===== config.mk =====
export PLATFORM = sky130hd
export DESIGN_NAME = id_ex_elastic
export DESIGN_NICKNAME = d
export VERILOG_FILES = /design/src/rtl/id_ex_elastic.sv
export SDC_FILE = /design/constraint.sdc
export NUM_CORES = 1
export LEC_CHECK = 0
export ABC_AREA = 1
export BUFFER_PORTS_ARGS = -buffer_cell sky130_fd_sc_hd__buf_2
export CORE_UTILIZATION = 45
export CTS_CLUSTER_DIAMETER = 200
export DETAILED_ROUTE_END_ITERATION = 6
export PLACE_DENSITY_LB_ADDON = 0.2
export SLEW_MARGIN = 20
export SYNTH_ARGS = -nofsm -noshare
export SYNTH_HDL_FRONTEND = slang
export SYNTH_SLANG_ARGS = --single-unit

===== constraint.sdc =====
create_clock -name clk_i -period 1.55 [get_ports clk_i]
set_input_delay 0.0775 -clock clk_i [delete_from_list [all_inputs] [get_ports clk_i]]
set_output_delay 0.0775 -clock clk_i [all_outputs]
set_load 0.01 [all_outputs]

===== src/rtl/id_ex_elastic.sv =====
// ID/EX elastic stage: valid/ready handshake with a 2-entry skid buffer,
// synchronous flush and a saturating back-pressure counter.
module id_ex_elastic #(
    parameter int DATA_WIDTH = 32,
    parameter int SB_WIDTH   = 8,
    parameter int CNT_WIDTH  = 16
) (
    input  logic                  clk_i,
    input  logic                  rst_i,
    input  logic                  flush_i,
    input  logic                  clr_cnt_i,
    input  logic                  in_valid_i,
    output logic                  in_ready_o,
    input  logic [DATA_WIDTH-1:0] pc_i,
    input  logic [DATA_WIDTH-1:0] inst_i,
    input  logic [DATA_WIDTH-1:0] rs1_i,
    input  logic [DATA_WIDTH-1:0] rs2_i,
    input  logic [DATA_WIDTH-1:0] imm_i,
    input  logic [SB_WIDTH-1:0]   sb_i,
    output logic                  out_valid_o,
    input  logic                  out_ready_i,
    output logic [DATA_WIDTH-1:0] pc_o,
    output logic [DATA_WIDTH-1:0] inst_o,
    output logic [DATA_WIDTH-1:0] rs1_o,
    output logic [DATA_WIDTH-1:0] rs2_o,
    output logic [DATA_WIDTH-1:0] imm_o,
    output logic [SB_WIDTH-1:0]   sb_o,
    output logic [CNT_WIDTH-1:0]  stall_cnt_o
);

    typedef struct packed {
        logic [DATA_WIDTH-1:0] pc;
        logic [DATA_WIDTH-1:0] inst;
        logic [DATA_WIDTH-1:0] rs1;
        logic [DATA_WIDTH-1:0] rs2;
        logic [DATA_WIDTH-1:0] imm;
        logic [SB_WIDTH-1:0]   sb;
    } beat_t;

    beat_t                in_beat;
    beat_t                out_q;
    beat_t                skid_q;
    logic                 out_v;
    logic                 skid_v;
    logic                 in_fire;
    logic                 out_free;
    logic [CNT_WIDTH-1:0] cnt;

    assign in_beat  = '{pc: pc_i, inst: inst_i, rs1: rs1_i,
                        rs2: rs2_i, imm: imm_i, sb: sb_i};

    // Ready depends only on held state, never on out_ready_i.
    assign in_ready_o = !skid_v && !rst_i;
    assign in_fire    = in_valid_i && in_ready_o;
    assign out_free   = !out_v || out_ready_i;

    always_ff @(posedge clk_i) begin
        if (rst_i) begin
            out_v  <= 1'b0;
            skid_v <= 1'b0;
            out_q  <= '0;
            skid_q <= '0;
            cnt    <= '0;
        end else begin
            if (flush_i) begin
                out_v  <= 1'b0;
                skid_v <= 1'b0;
            end else if (out_free) begin
                if (skid_v) begin
                    out_q  <= skid_q;
                    out_v  <= 1'b1;
                    skid_v <= 1'b0;
                end else begin
                    out_v <= in_fire;
                    if (in_fire) out_q <= in_beat;
                end
            end else if (in_fire) begin
                skid_q <= in_beat;
                skid_v <= 1'b1;
            end

            if (clr_cnt_i) begin
                cnt <= '0;
            end else if (out_v && !out_ready_i && cnt != '1) begin
                cnt <= cnt + 1'b1;
            end
        end
    end

    assign out_valid_o = out_v;
    assign pc_o        = out_q.pc;
    assign inst_o      = out_q.inst;
    assign rs1_o       = out_q.rs1;
    assign rs2_o       = out_q.rs2;
    assign imm_o       = out_q.imm;
    assign sb_o        = out_q.sb;
    assign stall_cnt_o = cnt;

endmodule


==> summary.txt, run 1 <==
Run status: finished, violations left
Failing checks: negative setup slack
Post-route ant nets: 0
Critical R2R Launch: skid_v$_SDFFE_PP0P_
Worst skew pair latency: 0.52 ns
Hold crit path type: in2reg
Gr ovfl total: 0
Setup crit end kind: flip-flop
Unique cell type count in the Yosys netlist: 24
Leak: 9.79 nW
Initial drt markers: 1089
Seq cells post-synth: 354
Max Slew Vio Count: 0
CP Launch Point: skid_v$_SDFFE_PP0P_
Fmax: 0.635 GHz
Root Buffer Master: clkbuf_16
Fin Clk Skew: 0.0106 ns
Syn. warnings: 0
Max Fanout on Critical Path: 15
Worst hold stages: 4
Final setup violation count: 15
Synthesis-to-finish area growth: 42.3%
Via count: 16100
CP required: 1.96 ns
Synth area leader: dfxtp_1
CTS clk-pin slew, worst paths: 0.06 ns
Fin. Hold Viols: 0
Max incr delay on CP: 0.37 ns
CTS tree: built
Number of global-route vias before repair: 15100
Post-DR wirelength/cell: 15.4 um
Hold path startpoint: clr_cnt_i
Num CTS Buffers: 39
Final net count: 2856
Setup ws final: -0.0243 ns
PwrDens: 962 mW/mm2
Worst hold endpoint: stall_cnt_o[0]$_SDFFE_PP0P_
Detailed placer's ending HPWL: 28900 um
Yosys top cell area share: 0.477
Slew HR: 0.281
Vias per cell: 5.11
Floorplan Core Area: 0.0325 mm2
PortBufs: 359
Cells after Synth: 2168
Fin Setup TNS: -0.128 ns
WL final: 48600 um
Chip Height: 184 um
GPL Wtd Cong: 0.871
Reg2reg path depth: 8
Post-synthesis sequential area ratio: 0.477
Period minus WS final: 1.57 ns
Most frequent cells in the layout: nand2_1, buf_2, dfxtp_1, nor2_1, a21oi_1
Netlist Area Pre-Place: 0.0148 mm2
Initial Util: 0.456
CTS H-tree lvls: 2
Syn avg cell area: 6.85 um2
Slew at the pin with the worst max-slew slack: 1.07 ns
Worst vdd ir: 0.759 mV
RSZ-0062 raised after global routing: yes
Die width: 184 um
CP max stage cell: dfxtp_4
Die area: 0.0337 mm2
First-pass GRT wire length: 74200 um
GRT Total Usage: 0.269
Clock Sinks: 354
R2R Setup Slk: -0.02 ns
DRC viols: 0
DRT Pass-1 Iters: 7
Synth area leaders: dfxtp_1, nand2_1, nor2_1
Share of layout cells above drive strength 1: 0.216
WS Path Type: reg2reg
Most common cell after layout, fill and taps aside: nand2_1
Crit-path cells: nor2_4 > nand2_4 > nor3_4 > buf_12 > inv_16 > clkbuf_16 > nor2_1 > nor2_1
FP Rows: 66
Worst Setup Start Kind: flip-flop
Largest net degree at the start of global routing: 119
Pre-CTS setup slack: 0.0262 ns
End of the worst register-to-register path: skid_q[117]$_SDFFE_PP0P_
Final Cycle Share: 1.02
Ports: 360
Area after DPL: 0.0175 mm2
Max-cap violations: 0
CTS Buffer Depth: 3
Layout Cell Area excl Fill: 0.0211 mm2
Mapped Nets: 2343
Antenna violations before repair: 3
WP data arrival: 1.98 ns
Most common cell on crit path: nor2_1
==> timing repair <==
item / CTS / global route
resized for setup: 0 / 78
endpoints found under the setup margin: 1 / 218
setup buffers: 4 / 14
pin swaps: 1 / 11
hold buffers: 170 / 0
hold endpoints to repair: 328 / 0
gates cloned: 0 / 12
==> worst max-delay path by stage <==
stage,cells after the start,slack [ns],endpoint
floorplan,9,0.01,skid_q[127]$_SDFFE_PP0P_
detailed placement,7,0.03,inst_o[6]$_SDFFE_PP0P_
CTS,8,0.007,skid_q[1]$_SDFFE_PP0P_
global route,7,-0.1,skid_q[149]$_SDFFE_PP0P_
finish,8,-0.02,skid_q[117]$_SDFFE_PP0P_
global placement,8,0.05,skid_q[132]$_SDFFE_PP0P_
==> stage by stage <==
step                      total power, mW  hold WS [ns]  instances   util
after floorplan                      10.3         0.212       2168      -
after global placement               11.1         0.314       2883  0.538
after detailed placement             11.1         0.321       2883  0.538
after CTS                            20.4        0.0423       3122  0.630
after global routing                 21.1        0.0802       3150  0.649
final                                20.3        0.0520       3153  0.649
==> synth_stat cells <==
cell,number
o21ai_1,23
o21ai_0,174
inv_2,1
nand2_2,3
buf_1,17
nand4_1,2
nand2_1,673
nor2_1,334
buf_6,12
nor3_1,2
ha_1,1
nor2_4,1
dfxtp_1,354
nor3_4,1
nor2_2,2
nand3b_1,1
a21oi_1,202
inv_1,49
clkbuf_1,78
clkinv_1,1
nand3_1,178
o21a_1,1
buf_2,55
buf_4,3
==> logic make-up (layout without fill, tap and decap cells) <==
logic type,count (synthesis),count (layout),share of synthesized area
flip-flops,354,354,0.477
buffers and inverters,216,753,0.0661
adder cells (fa/ha/maj),1,1,0.000843
AND/OR/NAND/NOR,1197,1197,0.321
other,0,6,0
AO/OA/AOI/OAI,400,400,0.135
==> state kept, by name, indices dropped and copies added (netlist names) <==
| name | cells |
|---|---|
| rs1_o | 32 |
| skid_v | 1 |
| rs2_o | 32 |
| inst_o | 32 |
| out_valid_o | 1 |
| sb_o | 8 |
| stall_cnt_o | 16 |
| pc_o | 32 |
| skid_q | 168 |
| imm_o | 32 |
==> worst max-delay path, delay by kind of cell, from the launching register on <==
kind,cells,cell delay (ns)
flops,1,0.37
simple gates,5,0.62
buf+inv,3,0.47
==> power by group <==
part	total (mW)	internal (mW)	switching [mW]
clock	8.94	5.34	3.60
combinational	2.02	0.960	1.06
sequential	9.37	9.27	0.0951
total	20.3	15.6	4.76
==> layer usage <==
| metal | wire [um] | track usage | part of all wire | vias up |
|---|---|---|---|---|
| met5 | 0 | 0 | 0 | - |
| met4 | 1530 | 0.106 | 0.032 | 0 |
| met3 | 3390 | 0.0531 | 0.070 | 103 |
| met2 | 23300 | 0.463 | 0.48 | 617 |
| met1 | 20300 | 0.329 | 0.42 | 7410 |
| li1 | - | - | - | 7988 |
==> final cells by class <==
cell class	count	area [um2]
diodes	6	15.0
clock buffers	57	1130
clock inverters	8	90.1
fillers	2799	11400
inverters	51	215
multi-input cells	1598	6970
flip-flops and latches	354	7090
well taps	442	553
repair buffers	637	5060
Note: power is estimated with default switching activity, not from simulation.
==> run 2, diff against run 1 <==
--- a/config.mk
+++ b/config.mk
@@ -5,7 +5,6 @@
 export SDC_FILE = /design/constraint.sdc
 export NUM_CORES = 1
 export LEC_CHECK = 0
-export ABC_AREA = 1
 export BUFFER_PORTS_ARGS = -buffer_cell sky130_fd_sc_hd__buf_2
 export CORE_UTILIZATION = 45
 export CTS_CLUSTER_DIAMETER = 200
==> run 2 against run 1 <==
Net effect: the flow still finishes with violations (negative setup slack); highest routed layer unchanged; setup slack worse by 0.098 ns; largest cell class is now multi-input gates; flip-flop and latch count stayed put; combinational power is 27% higher; count of clock-buffer cells in the layout is 1 higher; sequential power is 1% higher; wire length is 5.9% higher; global-route usage is 2.9 points lower; total power is 4.9% higher; critical path type is now in2reg; fmax is 5.9% lower; clock power is 3.6% higher; synthesized cell count is 27% lower.
==> summary.txt, run 2 <==
Run status: finished, violations left (unchanged)
Failing checks: negative setup slack (unchanged)
PwrDens: 933 mW/mm2 (was 962 mW/mm2)
Final Cycle Share: 1.08 (was 1.02)
CTS Buffer Depth: 3 (unchanged)
Num CTS Buffers: 39 (unchanged)
Floorplan Core Area: 0.0305 mm2 (was 0.0325 mm2)
Mapped Nets: 1760 (was 2343)
WP data arrival: 2.07 ns (was 1.98 ns)
Layout Cell Area excl Fill: 0.0229 mm2 (was 0.0211 mm2)
Switching share of power: 0.243 (was 0.234)
GRT Total Usage: 0.240 (was 0.269)
Die area: 0.0317 mm2 (was 0.0337 mm2)
Most frequent cells in the layout: buf_2, dfxtp_1, nand2_1, dlygate4sd3_1, mux2i_1 (was nand2_1, buf_2, dfxtp_1, nor2_1, a21oi_1)
Worst Setup Start Kind: primary input (was flip-flop)
Synth area leaders: dfxtp_1, mux2i_1, nand2_1 (was dfxtp_1, nand2_1, nor2_1)
Initial Util: 0.457 (was 0.456)
Post-synth EDFFs: 0 (unchanged)
Cells after Synth: 1585 (was 2168)
Syn. warnings: 0 (unchanged)
Placed Cells incl. Taps: 2268 (was 2883)
Gr ovfl total: 0 (unchanged)
Area after DPL: 0.0164 mm2 (was 0.0175 mm2)
PortBufs: 359 (unchanged)
Post-DR wirelength/cell: 19.8 um (was 15.4 um)
Max Fanout on Critical Path: 9 (was 15)
Die width: 178 um (was 184 um)
Unique cell type count in the Yosys netlist: 36 (was 24)
Max Slew Vio Count: 0 (unchanged)
Largest net degree at the start of global routing: 143 (was 119)
CTS clk-pin slew, worst paths: 0.06 ns (about the same)
Fin Clk Skew: 0.00835 ns (was 0.0106 ns)
Cell with the most instances after synthesis: dfxtp_1 (was nand2_1)
Detailed placer's ending HPWL: 23500 um (was 28900 um)
Ys flop type: dfxtp_1 (unchanged)
CTS tree: built (unchanged)
Hold crit path type: in2reg (unchanged)
Most common cell after layout, fill and taps aside: buf_2 (was nand2_1)
Synth area leader: dfxtp_1 (unchanged)
First-pass GRT wire length: 61700 um (was 74200 um)
Final setup violation count: 185 (was 15)
Leak: 9.15 nW (was 9.79 nW)
Combinational share of power: 0.120 (was 0.099)
Post-synthesis sequential area ratio: 0.508 (was 0.477)
Root Buffer Master: clkbuf_16 (unchanged)
Final net count: 2343 (was 2856)
Fmax: 0.598 GHz (was 0.635 GHz)
Yosys top cell area share: 0.508 (was 0.477)
NetSw: 5.19 mW (was 4.76 mW)
Setup ws final: -0.122 ns (was -0.0243 ns)
Initial drt markers: 954 (was 1089)
Chip Height: 178 um (was 184 um)
CTS H-tree lvls: 2 (unchanged)
Internal power: 16.1 mW (was 15.6 mW)
Largest Register: skid_q (unchanged)
Number of flip-flops under the largest register name: 168 (unchanged)
Slew HR: 0.635 (was 0.281)
List of most frequent post-synthesis cells: dfxtp_1, nand2_1, a21oi_1 (was nand2_1, dfxtp_1, nor2_1)
GPL Wtd Cong: 0.830 (was 0.871)
Vias per cell: 5.57 (was 5.11)
Netlist Area Pre-Place: 0.0139 mm2 (was 0.0148 mm2)
Post-route ant nets: 0 (unchanged)
DRC viols: 0 (unchanged)
Fin. Hold Viols: 0 (unchanged)
Worst vdd ir: 1.11 mV (was 0.759 mV)
WL final: 51400 um (was 48600 um)
Fill count: 1957 (was 2799)
Ports: 360 (unchanged)
Period minus WS final: 1.67 ns (was 1.57 ns)
WS Path Type: in2reg (was reg2reg)
RSZ-0062 raised after global routing: yes (unchanged)
Share of synthesized registers carrying an async set or reset: 0 (unchanged)
FP Rows: 64 (was 66)
CP required: 1.95 ns (was 1.96 ns)
Share of power burned in registers: 0.446 (was 0.461)
DRT Pass-1 Iters: 5 (was 7)
Synthesis-to-finish area growth: 64.0% (was 42.3%)
Antenna violations before repair: 1 (was 3)
Max-cap violations: 0 (unchanged)
Seq cells post-synth: 354 (unchanged)
Post-Layout Cell Count: 2592 (was 3153)
Worst skew pair latency: 0.51 ns (was 0.52 ns)
Share of layout cells above drive strength 1: 0.410 (was 0.216)
Setup crit end kind: flip-flop (unchanged)
Clock Sinks: 354 (unchanged)
Slew at the pin with the worst max-slew slack: 0.548 ns (was 1.07 ns)
Number of global-route vias before repair: 12300 (was 15100)
Via count: 14400 (was 16100)
Clock power frac: 0.434 (was 0.440)
Syn avg cell area: 8.80 um2 (was 6.85 um2)
run 2: worst paths after layout:
kind,from,to,slack [ns],depth (start not counted)
setup reg to reg,out_valid_o$_SDFFE_PP0P_,sb_o[4]$_SDFFE_PP0P_,-0.11,7
setup / recovery,rst_i,sb_o[4]$_SDFFE_PP0P_,-0.12,9
hold reg to reg,skid_q[84]$_SDFFE_PP0P_,skid_q[84]$_SDFFE_PP0P_,0.45,2
hold / removal,out_ready_i,stall_cnt_o[1]$_SDFFE_PP0P_,0.08,5
run 2: per-layer routing:
layer	wire [um]	global-route usage
met2	25700	0.408
met1	20200	0.292
met5	0	0
met3	3860	0.0620
met4	1700	0.0808
run 2: cell families after synthesis:
| group | count (synthesis) | synth area share |
|---|---|---|
| multiplexers | 169 | 0.121 |
| AND/OR/NAND/NOR | 558 | 0.160 |
| buffers and inverters | 137 | 0.0441 |
| AO/OA/AOI/OAI | 365 | 0.164 |
| XOR/XNOR | 1 | 0.000628 |
| adder cells (fa/ha/maj) | 1 | 0.000897 |
| flip-flops | 354 | 0.508 |
run 2: repair_timing:
action / in CTS / in global routing
pin swaps: 5 / 230
buffers inserted: 5 / 23
resized for setup: 22 / 482
cloned: 5 / 51
hold endpoints to repair: 335 / 0
hold buffers: 172 / 0
setup endpoints to repair: 247 / 349
run 2: through the flow:
step / power, mW / worst slack (ns) / utilization / hold slack [ns] / TNS (ns)
finish: 21.3 / -0.122 / 0.750 / 0.0806 / -6.17
detailed placement: 11.3 / -0.0921 / 0.539 / 0.335 / -2.75
global route: 22.0 / -0.182 / 0.750 / 0.104 / -15.57
CTS: 20.8 / -0.0254 / 0.645 / 0.0712 / -0.0916
floorplan: 10.5 / 0.0132 / - / 0.156 / 0
global placement: 11.2 / -0.0405 / 0.539 / 0.328 / -0.0691
run 2: layout make-up:
| type | count | area (um2) | share of cell area |
|---|---|---|---|
| clock buffer | 58 | 1170 | 0.0512 |
| tap | 396 | 495 | 0.0217 |
| sequential | 354 | 7100 | 0.310 |
| multi-input combinational | 1094 | 7900 | 0.345 |
| clock inverter | 10 | 105 | 0.00460 |
| timing repair buffer | 677 | 6090 | 0.266 |
| inverter | 2 | 7.51 | 0.000328 |
| antenna | 1 | 2.50 | 0.000109 |
run 2: power groups by stage:
stage          clock network (mW)  logic, mW  registers, mW
6_report                     9.26       2.56           9.51
5_1_grt                      9.75       2.72           9.53
3_5_place_dp                    0       1.57           9.69
2_1_floorplan                   0      0.704           9.80
4_1_cts                      9.36       1.98           9.49
3_3_place_gp                    0       1.55           9.68
run 2: critical path, cell delays in order:
cell           delay, ns
dlygate4sd3_1       0.59
buf_8               0.14
nand2b_1            0.16
a211oi_4            0.24
buf_6               0.20
buf_12              0.19
buf_16              0.14
nor2_1              0.05
a211oi_1            0.26
